File: config.mk
export PLATFORM = sky130hd
export DESIGN_NAME = dram_arbiter
export DESIGN_NICKNAME = d
export VERILOG_FILES = /design/src/rtl/dram_arbiter.sv
export SDC_FILE = /design/constraint.sdc
export NUM_CORES = 1
export LEC_CHECK = 0
export ABC_AREA = 1
export CAP_MARGIN = 20
export CORE_ASPECT_RATIO = 0.6
export CORE_MARGIN = 4
export CORE_UTILIZATION = 44
export CTS_CLUSTER_DIAMETER = 80
export DETAILED_ROUTE_END_ITERATION = 8
export PLACE_DENSITY = 0.88
export SETUP_SLACK_MARGIN = 0.02
export SYNTH_ARGS = -nofsm -noshare
export SYNTH_HDL_FRONTEND = slang
export SYNTH_SLANG_ARGS = --single-unit
export TNS_END_PERCENT = 20
File: constraint.sdc
create_clock -name clk -period 4.72 [get_ports clk]
set_input_delay 0.944 -clock clk [delete_from_list [all_inputs] [get_ports clk]]
set_output_delay 0.944 -clock clk [all_outputs]
set_load 0.01 [all_outputs]
File: src/rtl/dram_arbiter.sv
// dram_arbiter: grants one of three requesters (vga, ldr, cpu) access to an
// SDRAM controller, one transaction at a time. vga has fixed top priority;
// ldr and cpu share round-robin. Every output is registered.
module dram_arbiter #(
  parameter int ADDR_W  = 25,
  parameter int DATA_W  = 16,
  parameter int TIMEOUT = 1024
) (
  input  logic              clk,
  input  logic              rst,
  input  logic              mem_ready,
  input  logic              vga_req,
  input  logic              vga_we,
  input  logic [ADDR_W-1:0] vga_addr,
  input  logic [DATA_W-1:0] vga_wdata,
  output logic              vga_done,
  output logic              vga_err,
  input  logic              ldr_req,
  input  logic              ldr_we,
  input  logic [ADDR_W-1:0] ldr_addr,
  input  logic [DATA_W-1:0] ldr_wdata,
  output logic              ldr_done,
  output logic              ldr_err,
  input  logic              cpu_req,
  input  logic              cpu_we,
  input  logic [ADDR_W-1:0] cpu_addr,
  input  logic [DATA_W-1:0] cpu_wdata,
  output logic              cpu_done,
  output logic              cpu_err,
  output logic [DATA_W-1:0] rd_data,
  output logic              dram_start,
  output logic              dram_write_en,
  output logic [ADDR_W-1:0] dram_addr,
  output logic [DATA_W-1:0] dram_data_in,
  output logic              dram_burst_en,
  input  logic              dram_data_ready,
  input  logic [DATA_W-1:0] dram_data_out,
  output logic [1:0]        owner
);

  // Wait counter is at least 10 bits and always wide enough to hold TIMEOUT.
  localparam int CNT_RAW = $clog2(TIMEOUT + 1);
  localparam int CNT_W   = (CNT_RAW > 10) ? CNT_RAW : 10;
  localparam logic [CNT_W-1:0] CNT_LAST = CNT_W'(TIMEOUT - 1);

  localparam logic [1:0] OWN_NONE = 2'd0;
  localparam logic [1:0] OWN_VGA  = 2'd1;
  localparam logic [1:0] OWN_LDR  = 2'd2;
  localparam logic [1:0] OWN_CPU  = 2'd3;

  typedef enum logic [2:0] {
    S_INIT  = 3'd0,
    S_IDLE  = 3'd1,
    S_ISSUE = 3'd2,
    S_WAIT  = 3'd3,
    S_DONE  = 3'd4
  } state_t;

  // One-hot {cpu, ldr, vga} select for the done/err pulses of an owner code.
  function automatic logic [2:0] owner_mask(input logic [1:0] own);
    logic [2:0] m;
    case (own)
      OWN_VGA: m = 3'b001;
      OWN_LDR: m = 3'b010;
      OWN_CPU: m = 3'b100;
      default: m = 3'b000;
    endcase
    return m;
  endfunction

  state_t            state_q, state_d;
  logic [1:0]        owner_q, owner_d;
  logic              rr_q, rr_d;          // 1: cpu granted last, 0: ldr granted last
  logic [CNT_W-1:0]  cnt_q, cnt_d;
  logic [DATA_W-1:0] rd_data_q, rd_data_d;
  logic [2:0]        done_q, done_d;
  logic [2:0]        err_q, err_d;
  logic              start_q, start_d;
  logic              we_q, we_d;
  logic [ADDR_W-1:0] addr_q, addr_d;
  logic [DATA_W-1:0] wdata_q, wdata_d;
  logic              burst_q, burst_d;

  logic [1:0]        sel_s;
  logic              sel_we_s;
  logic [ADDR_W-1:0] sel_addr_s;
  logic [DATA_W-1:0] sel_wdata_s;

  // Pick the requester that would win if arbitration happened this cycle.
  always_comb begin
    sel_s = OWN_NONE;
    if (vga_req) begin
      sel_s = OWN_VGA;
    end else if (ldr_req && cpu_req) begin
      sel_s = rr_q ? OWN_LDR : OWN_CPU;
    end else if (cpu_req) begin
      sel_s = OWN_CPU;
    end else if (ldr_req) begin
      sel_s = OWN_LDR;
    end else begin
      sel_s = OWN_NONE;
    end
  end

  // Route the winner's payload; vga is read-only so its write enable is ignored.
  always_comb begin
    sel_we_s    = 1'b0;
    sel_addr_s  = '0;
    sel_wdata_s = '0;
    case (sel_s)
      OWN_VGA: begin
        sel_we_s    = 1'b0;
        sel_addr_s  = vga_addr;
        sel_wdata_s = vga_wdata;
      end
      OWN_LDR: begin
        sel_we_s    = ldr_we;
        sel_addr_s  = ldr_addr;
        sel_wdata_s = ldr_wdata;
      end
      OWN_CPU: begin
        sel_we_s    = cpu_we;
        sel_addr_s  = cpu_addr;
        sel_wdata_s = cpu_wdata;
      end
      default: begin
        sel_we_s    = 1'b0;
        sel_addr_s  = '0;
        sel_wdata_s = '0;
      end
    endcase
  end

  // Next-state and next-output logic of the transaction sequencer.
  always_comb begin
    state_d   = state_q;
    owner_d   = owner_q;
    rr_d      = rr_q;
    cnt_d     = cnt_q;
    rd_data_d = rd_data_q;
    done_d    = 3'b000;
    err_d     = 3'b000;
    start_d   = 1'b0;
    we_d      = we_q;
    addr_d    = addr_q;
    wdata_d   = wdata_q;
    burst_d   = burst_q;
    case (state_q)
      S_INIT: begin
        if (mem_ready) begin
          state_d = S_IDLE;
        end else begin
          state_d = S_INIT;
        end
      end
      S_IDLE: begin
        if (!mem_ready) begin
          state_d = S_INIT;
        end else if (sel_s != OWN_NONE) begin
          state_d = S_ISSUE;
          owner_d = sel_s;
          start_d = 1'b1;
          we_d    = sel_we_s;
          addr_d  = sel_addr_s;
          wdata_d = sel_wdata_s;
          burst_d = (sel_s == OWN_VGA);
          if (sel_s == OWN_CPU) begin
            rr_d = 1'b1;
          end else if (sel_s == OWN_LDR) begin
            rr_d = 1'b0;
          end else begin
            rr_d = rr_q;
          end
        end else begin
          state_d = S_IDLE;
        end
      end
      S_ISSUE: begin
        state_d = S_WAIT;
        cnt_d   = '0;
      end
      S_WAIT: begin
        if (dram_data_ready) begin
          state_d = S_DONE;
          done_d  = owner_mask(owner_q);
          if (!we_q) begin
            rd_data_d = dram_data_out;
          end else begin
            rd_data_d = rd_data_q;
          end
        end else if (cnt_q == CNT_LAST) begin
          state_d = S_DONE;
          done_d  = owner_mask(owner_q);
          err_d   = owner_mask(owner_q);
        end else begin
          cnt_d = cnt_q + CNT_W'(1);
        end
      end
      S_DONE: begin
        state_d = S_IDLE;
        owner_d = OWN_NONE;
        we_d    = 1'b0;
        addr_d  = '0;
        wdata_d = '0;
        burst_d = 1'b0;
      end
      default: begin
        state_d = S_INIT;
        owner_d = OWN_NONE;
        we_d    = 1'b0;
        addr_d  = '0;
        wdata_d = '0;
        burst_d = 1'b0;
      end
    endcase
  end

  // State and output registers; reset abandons any transaction in flight.
  always_ff @(posedge clk or posedge rst) begin
    if (rst) begin
      state_q   <= S_INIT;
      owner_q   <= OWN_NONE;
      rr_q      <= 1'b0;
      cnt_q     <= '0;
      rd_data_q <= '0;
      done_q    <= 3'b000;
      err_q     <= 3'b000;
      start_q   <= 1'b0;
      we_q      <= 1'b0;
      addr_q    <= '0;
      wdata_q   <= '0;
      burst_q   <= 1'b0;
    end else begin
      state_q   <= state_d;
      owner_q   <= owner_d;
      rr_q      <= rr_d;
      cnt_q     <= cnt_d;
      rd_data_q <= rd_data_d;
      done_q    <= done_d;
      err_q     <= err_d;
      start_q   <= start_d;
      we_q      <= we_d;
      addr_q    <= addr_d;
      wdata_q   <= wdata_d;
      burst_q   <= burst_d;
    end
  end

  assign vga_done      = done_q[0];
  assign ldr_done      = done_q[1];
  assign cpu_done      = done_q[2];
  assign vga_err       = err_q[0];
  assign ldr_err       = err_q[1];
  assign cpu_err       = err_q[2];
  assign rd_data       = rd_data_q;
  assign dram_start    = start_q;
  assign dram_write_en = we_q;
  assign dram_addr     = addr_q;
  assign dram_data_in  = wdata_q;
  assign dram_burst_en = burst_q;
  assign owner         = owner_q;

endmodule
# Word-level counts from Yosys, hierarchy flattened
# Cells that the tools add are included.
# W data, S select, Z words.
# word_totals
input_bits,149
word_cells,84
reg_bits,83
output_inout_bits,68
# classes
eq_ne,16
bitwise,2
n_reduce_logical,10
add_sub_neg,1
muxes,43
# op_table
cell,count
$pmux W25 S3,1
$mux W25,2
$pmux W25 S2,1
$pmux W16 S3,1
$mux W16,2
$pmux W16 S2,1
$mux W11,2
$pmux W11 S2,1
$mux W3,7
$mux W2,8
$pmux W3 S5,1
$add A11 B1 Y11 const B,1
$eq A11 B10 Y1 const B,1
$mux W1,11
$pmux W3 S3,1
$reduce_and A3 Y1,3
$eq A2 B2 Y1 const B,4
$ne A2 B2 Y1 const B,4
$eq A3 B2 Y1 const B,2
$pmux W1 S2,3
$reduce_bool A2 Y1,3
$eq A2 B1 Y1 const B,2
$pmux W2 S2,1
$reduce_and A4 Y1,1
other kinds (7),8

# Depth between registers and ports, before layout
# depth
ltp_word,9
depth_mapped,9
depth_no_buf,9

# Worst setup path after synthesis
# Ideal clock, no wire load.
# synth_path
path_kind,in2reg
from,input port vga_req
to,"register addr_q[0], in the netlist dram_addr[0]"
path_slack_ps,2862
setup_ps,65
n_path_buf,2
arrival_ps,1793
cell_stages,9
t_required_ps,4655
cell_sequence,buf_4 > inv_2 > nand2_1 > nand4_2 > inv_2 > nor2_4 > buf_2 > nand2_1 > nand2_1
# synth_via
elab_chain_len,6
elab_cells_between_ends,11
cone_classes,4 x eq/ne; 5 x mux; 2 x reduce/logical
# synth_lines
item,line_no,text
"start, declared",12,"input logic vga_req,"
$mux W2 *,92,if (vga_req) begin
$eq A2 B2 Y1 or $eq A2 B1 Y1 (tied branches),110,case (sel_s)
$pmux W25 S3,110,
$mux W25,159,end else if (sel_s != OWN_NONE) begin
$mux W25,157,if (!mem_ready) begin
$pmux W25 S2,148,case (state_q)
"end signal, assigned",243,addr_q <= addr_d;
"end, declared",80,"logic [ADDR_W-1:0] addr_q, addr_d;"
# Every way passes the cells marked *; elsewhere a longest branch is shown, timed or not. The select of a mux whose other input is x is not followed.
# A chain may end at the register's enable or synchronous reset.

# Final worst setup path
# layout_path
from,input port vga_req
to,"register burst_q, in the netlist dram_burst_en"
# layout_via
elab_chain_len,5
elab_cells_between_ends,8
cone_classes,2 x eq/ne; 4 x mux; 2 x reduce/logical
# layout_lines
item,line_no,text
$mux W2 *,92,
$eq A2 B1 Y1,166,burst_d = (sel_s == OWN_VGA);
$mux W1,159,
$mux W1,157,
$pmux W1 S2,148,
"end signal, assigned",245,burst_q <= burst_d;
"end, declared",82,"logic burst_q, burst_d;"
# Marked as above.

==> results.yml <==
logic_synthesis:
  synthTopCellsByArea: "dfrtp_1 48%, nand2_1 29%, nand3_1 8.1%"
  ys_seq_area_share_pct: 48.23
  netlist_area_mm2: 0.004307
  synthDominantCellAreaShare_pct: 48.23
  ys_types: 27
  syn_avg_cell_area_um2: 7.299
  synth_top_area_cell: "dfrtp_1"
  synth_seq_cells: 83
  syn-instance-count: 590
  synth_nets: 740
  ys.warnings.count: 0
place:
  portBuffers: 215
  gp_congestion: 0.8366
  dpl.hpwl_um: 10020
  dp_slack_ns: 1.509
floorplan:
  coreArea_mm2: 0.009358
  die_w_um: 135.7
  ios: 217
  die_h_um: 84.64
  rows: 27
  start_util_pct: 46.02
  die_area_mm2: 0.01149
setup_path:
  critPathLaunchType: "input port"
  max_stage_delay_ns: 0.81
  rr_startpoint: "rr_q$_DFFE_PP0P_"
  crit_fanout: 45
  critPathSlowestCell: "nor2_4"
  crit_chain: "buf_2 > inv_2 > nand2_1 > nand4_2 > nor2_4 > inv_1 > o21ai_0"
  critPathCaptureType: "flop"
  rr_endpoint: "dram_data_in[2]$_DFFE_PP0P_"
  worstSetupPathType: "input port to flop"
  ff2ff_setup_slack_ns: 2.76
  critical-path-top-delay-family: "simple AND/OR/NAND/NOR gates"
  ff2ff_path_depth: 8
  cp_num_buf_inv: 3
  cp.required_ns: 4.97
  cp_data_arrival_time_ns: 3.10
cts:
  cts_tree: "done"
  cts_buffers: 9
  worstSkewPairLatency_ns: 0.33
  postCtsSetupBuffers: 0
  ctsHoldBuffers: 0
  ctsResizeCount: 0
  clockRootBuffer: "clkbuf_16"
  cts_buffer_depth: 2
  cts.sinks: 83
  cts_max_level: 3
  clkTransAtPathRegs_ns: 0.06
global_routing:
  grt_usage_pct: 23.80
  grt_pass1_vias: 4609
  grt_util_met2_pct: 39.94
  antenna_found_initial: 0
  grt_use_met1_pct: 28.46
  grt_pass1_wl_um: 22140
  met3_usage_pct: 8.802
  globalRouteOverflowTotal: 0
  top_usage_layer: "met2"
  grt_max_degree: 50
sta:
  whs_ns: 0.4731
  relSlewSlack_pct: 31.05
  post-route-period-util_pct: 60.52
  skew_ns: 0.008854
  setup_viol: 0
  min_period_ns: 2.856
  fin_ws_ns: 1.864
  tightestPinTransition_ns: 1.032
  hold_viol_final: 0
  finalSetupTns_ns: 0
  rsz0062_at_grt: "false"
  drv_slew: 0
  fmaxAchievable_ghz: 0.3501
finish:
  final_util_pct: 72.96
  final_cell_mix: "327 x nand2_1, 214 x clkdlybuf4s50_1, 83 x dfrtp_1"
  layout_commonest_cell: "nand2_1"
  antenna_cells: 0
  area_growth_pct: 58.54
  nets: 942
  drive_above_1_share_pct: 5.897
  fillers: 710
routing:
  ant_nets: 0
  wire_per_inst_um: 14.76
  drt_iter0_markers: 218
  wirelength_um: 13680
  viasPerCell: 4.939
  drcViolationCount: 0
  vias: 4578
  drtPass1Iterations: 5
power:
  power_density_mw_per_mm2: 494.7
  irDropWorstVdd_mv: 0.3086
  leakagePower_uw: 0.003249
hold_path:
  hold_path_depth: 2
  hp-start: "rd_data[2]$_DFFE_PP0P_"
  hp-class: "flop to flop"
  worstHoldEndpoint: "rd_data[2]$_DFFE_PP0P_"
flow_run:
  maxCapViolCount: 0
run_status:
  status: "finished clean"
-- area by class of cell --
class / instances / area, µm² / area share (%)
timing repair buffer: 217 / 2162 / 31.67
sequential: 83 / 2077 / 30.42
multi-input combinational: 460 / 2017 / 29.54
clock buffer: 11 / 242.7 / 3.555
tap: 130 / 162.7 / 2.382
clock inverter: 5 / 83.83 / 1.228
inverter: 21 / 82.58 / 1.209
-- per-stage QoR --
stage | power (µW) | instance area, µm² | instances
2_1_floorplan | 1837 | 4307 | 590
3_3_place_gp | 2582 | 6501 | 911
3_5_place_dp | 2623 | 6501 | 911
4_1_cts | 3406 | 6828 | 927
5_1_grt | 3597 | 6828 | 927
6_report | 3378 | 6828 | 927
-- sequential cells by signal, summed over array words and instances (netlist names) --
name           cells
dram_data_in      16
err_q              3
rr_q               1
dram_write_en      1
cnt_q             11
done_q             3
dram_addr         25
rd_data           16
owner              2
dram_start         1
state_q            3
dram_burst_en      1
-- synthesized netlist by cell type --
library cell and count:
o21ai_2 5, nand3b_1 1, nand3_2 4, nand2_4 3, nor3_1 3, dfrtp_1 83
nand3_1 70, nor2_4 4, o31ai_1 1, xor2_1 3, inv_2 3, nor2_2 4
buf_2 14, ha_1 1, nand4_2 1, nand2_2 2, inv_1 17, buf_4 1
nand2_1 327, o21ai_0 3, nor2_1 22, buf_6 3, clkbuf_1 8, nand4_1 4
inv_4 1, nand3_4 1, nor3b_1 1
-- tightest hold or removal path: stages, from the launching register on --
cell     delay (ns)
dfrtp_1        0.34
nand2_1        0.05
nand2_1        0.05
-- worst max-delay path by stage --
stage / start / end / depth (start not counted)
3_5_place_dp: vga_req / dram_burst_en$_DFFE_PP0P_ / 7
4_1_cts: vga_req / dram_burst_en$_DFFE_PP0P_ / 7
2_1_floorplan: rst / cnt_q[0]$_DFFE_PP0P_ / 1
5_1_grt: vga_req / dram_burst_en$_DFFE_PP0P_ / 7
3_3_place_gp: vga_req / dram_burst_en$_DFFE_PP0P_ / 7
6_report: vga_req / dram_burst_en$_DFFE_PP0P_ / 7
-- report_power, final --
part	leakage (µW)	switching (µW)	total, µW	internal, µW
clock network	0.000152	281	761	480
logic	0.00200	743	1460	714
registers	0.00110	176	1160	984
-- metal layers --
layer / part of all wire, % / up-vias / wire length, µm
met5: 0 / - / 0
met4: 2.2 / 0 / 304
met3: 9.5 / 25 / 1306
met2: 48 / 195 / 6567
met1: 40 / 2114 / 5503
li1: - / 2244 / -
-- logic make-up after synthesis --
| group | synth area share, % |
|---|---|
| simple gates | 44.16 |
| flops | 48.23 |
| xor+xnor | 0.6102 |
| fa+ha+maj | 0.2905 |
| compound gates | 1.540 |
| buf+inv | 5.172 |
Power figures use the tool's default switching activity.
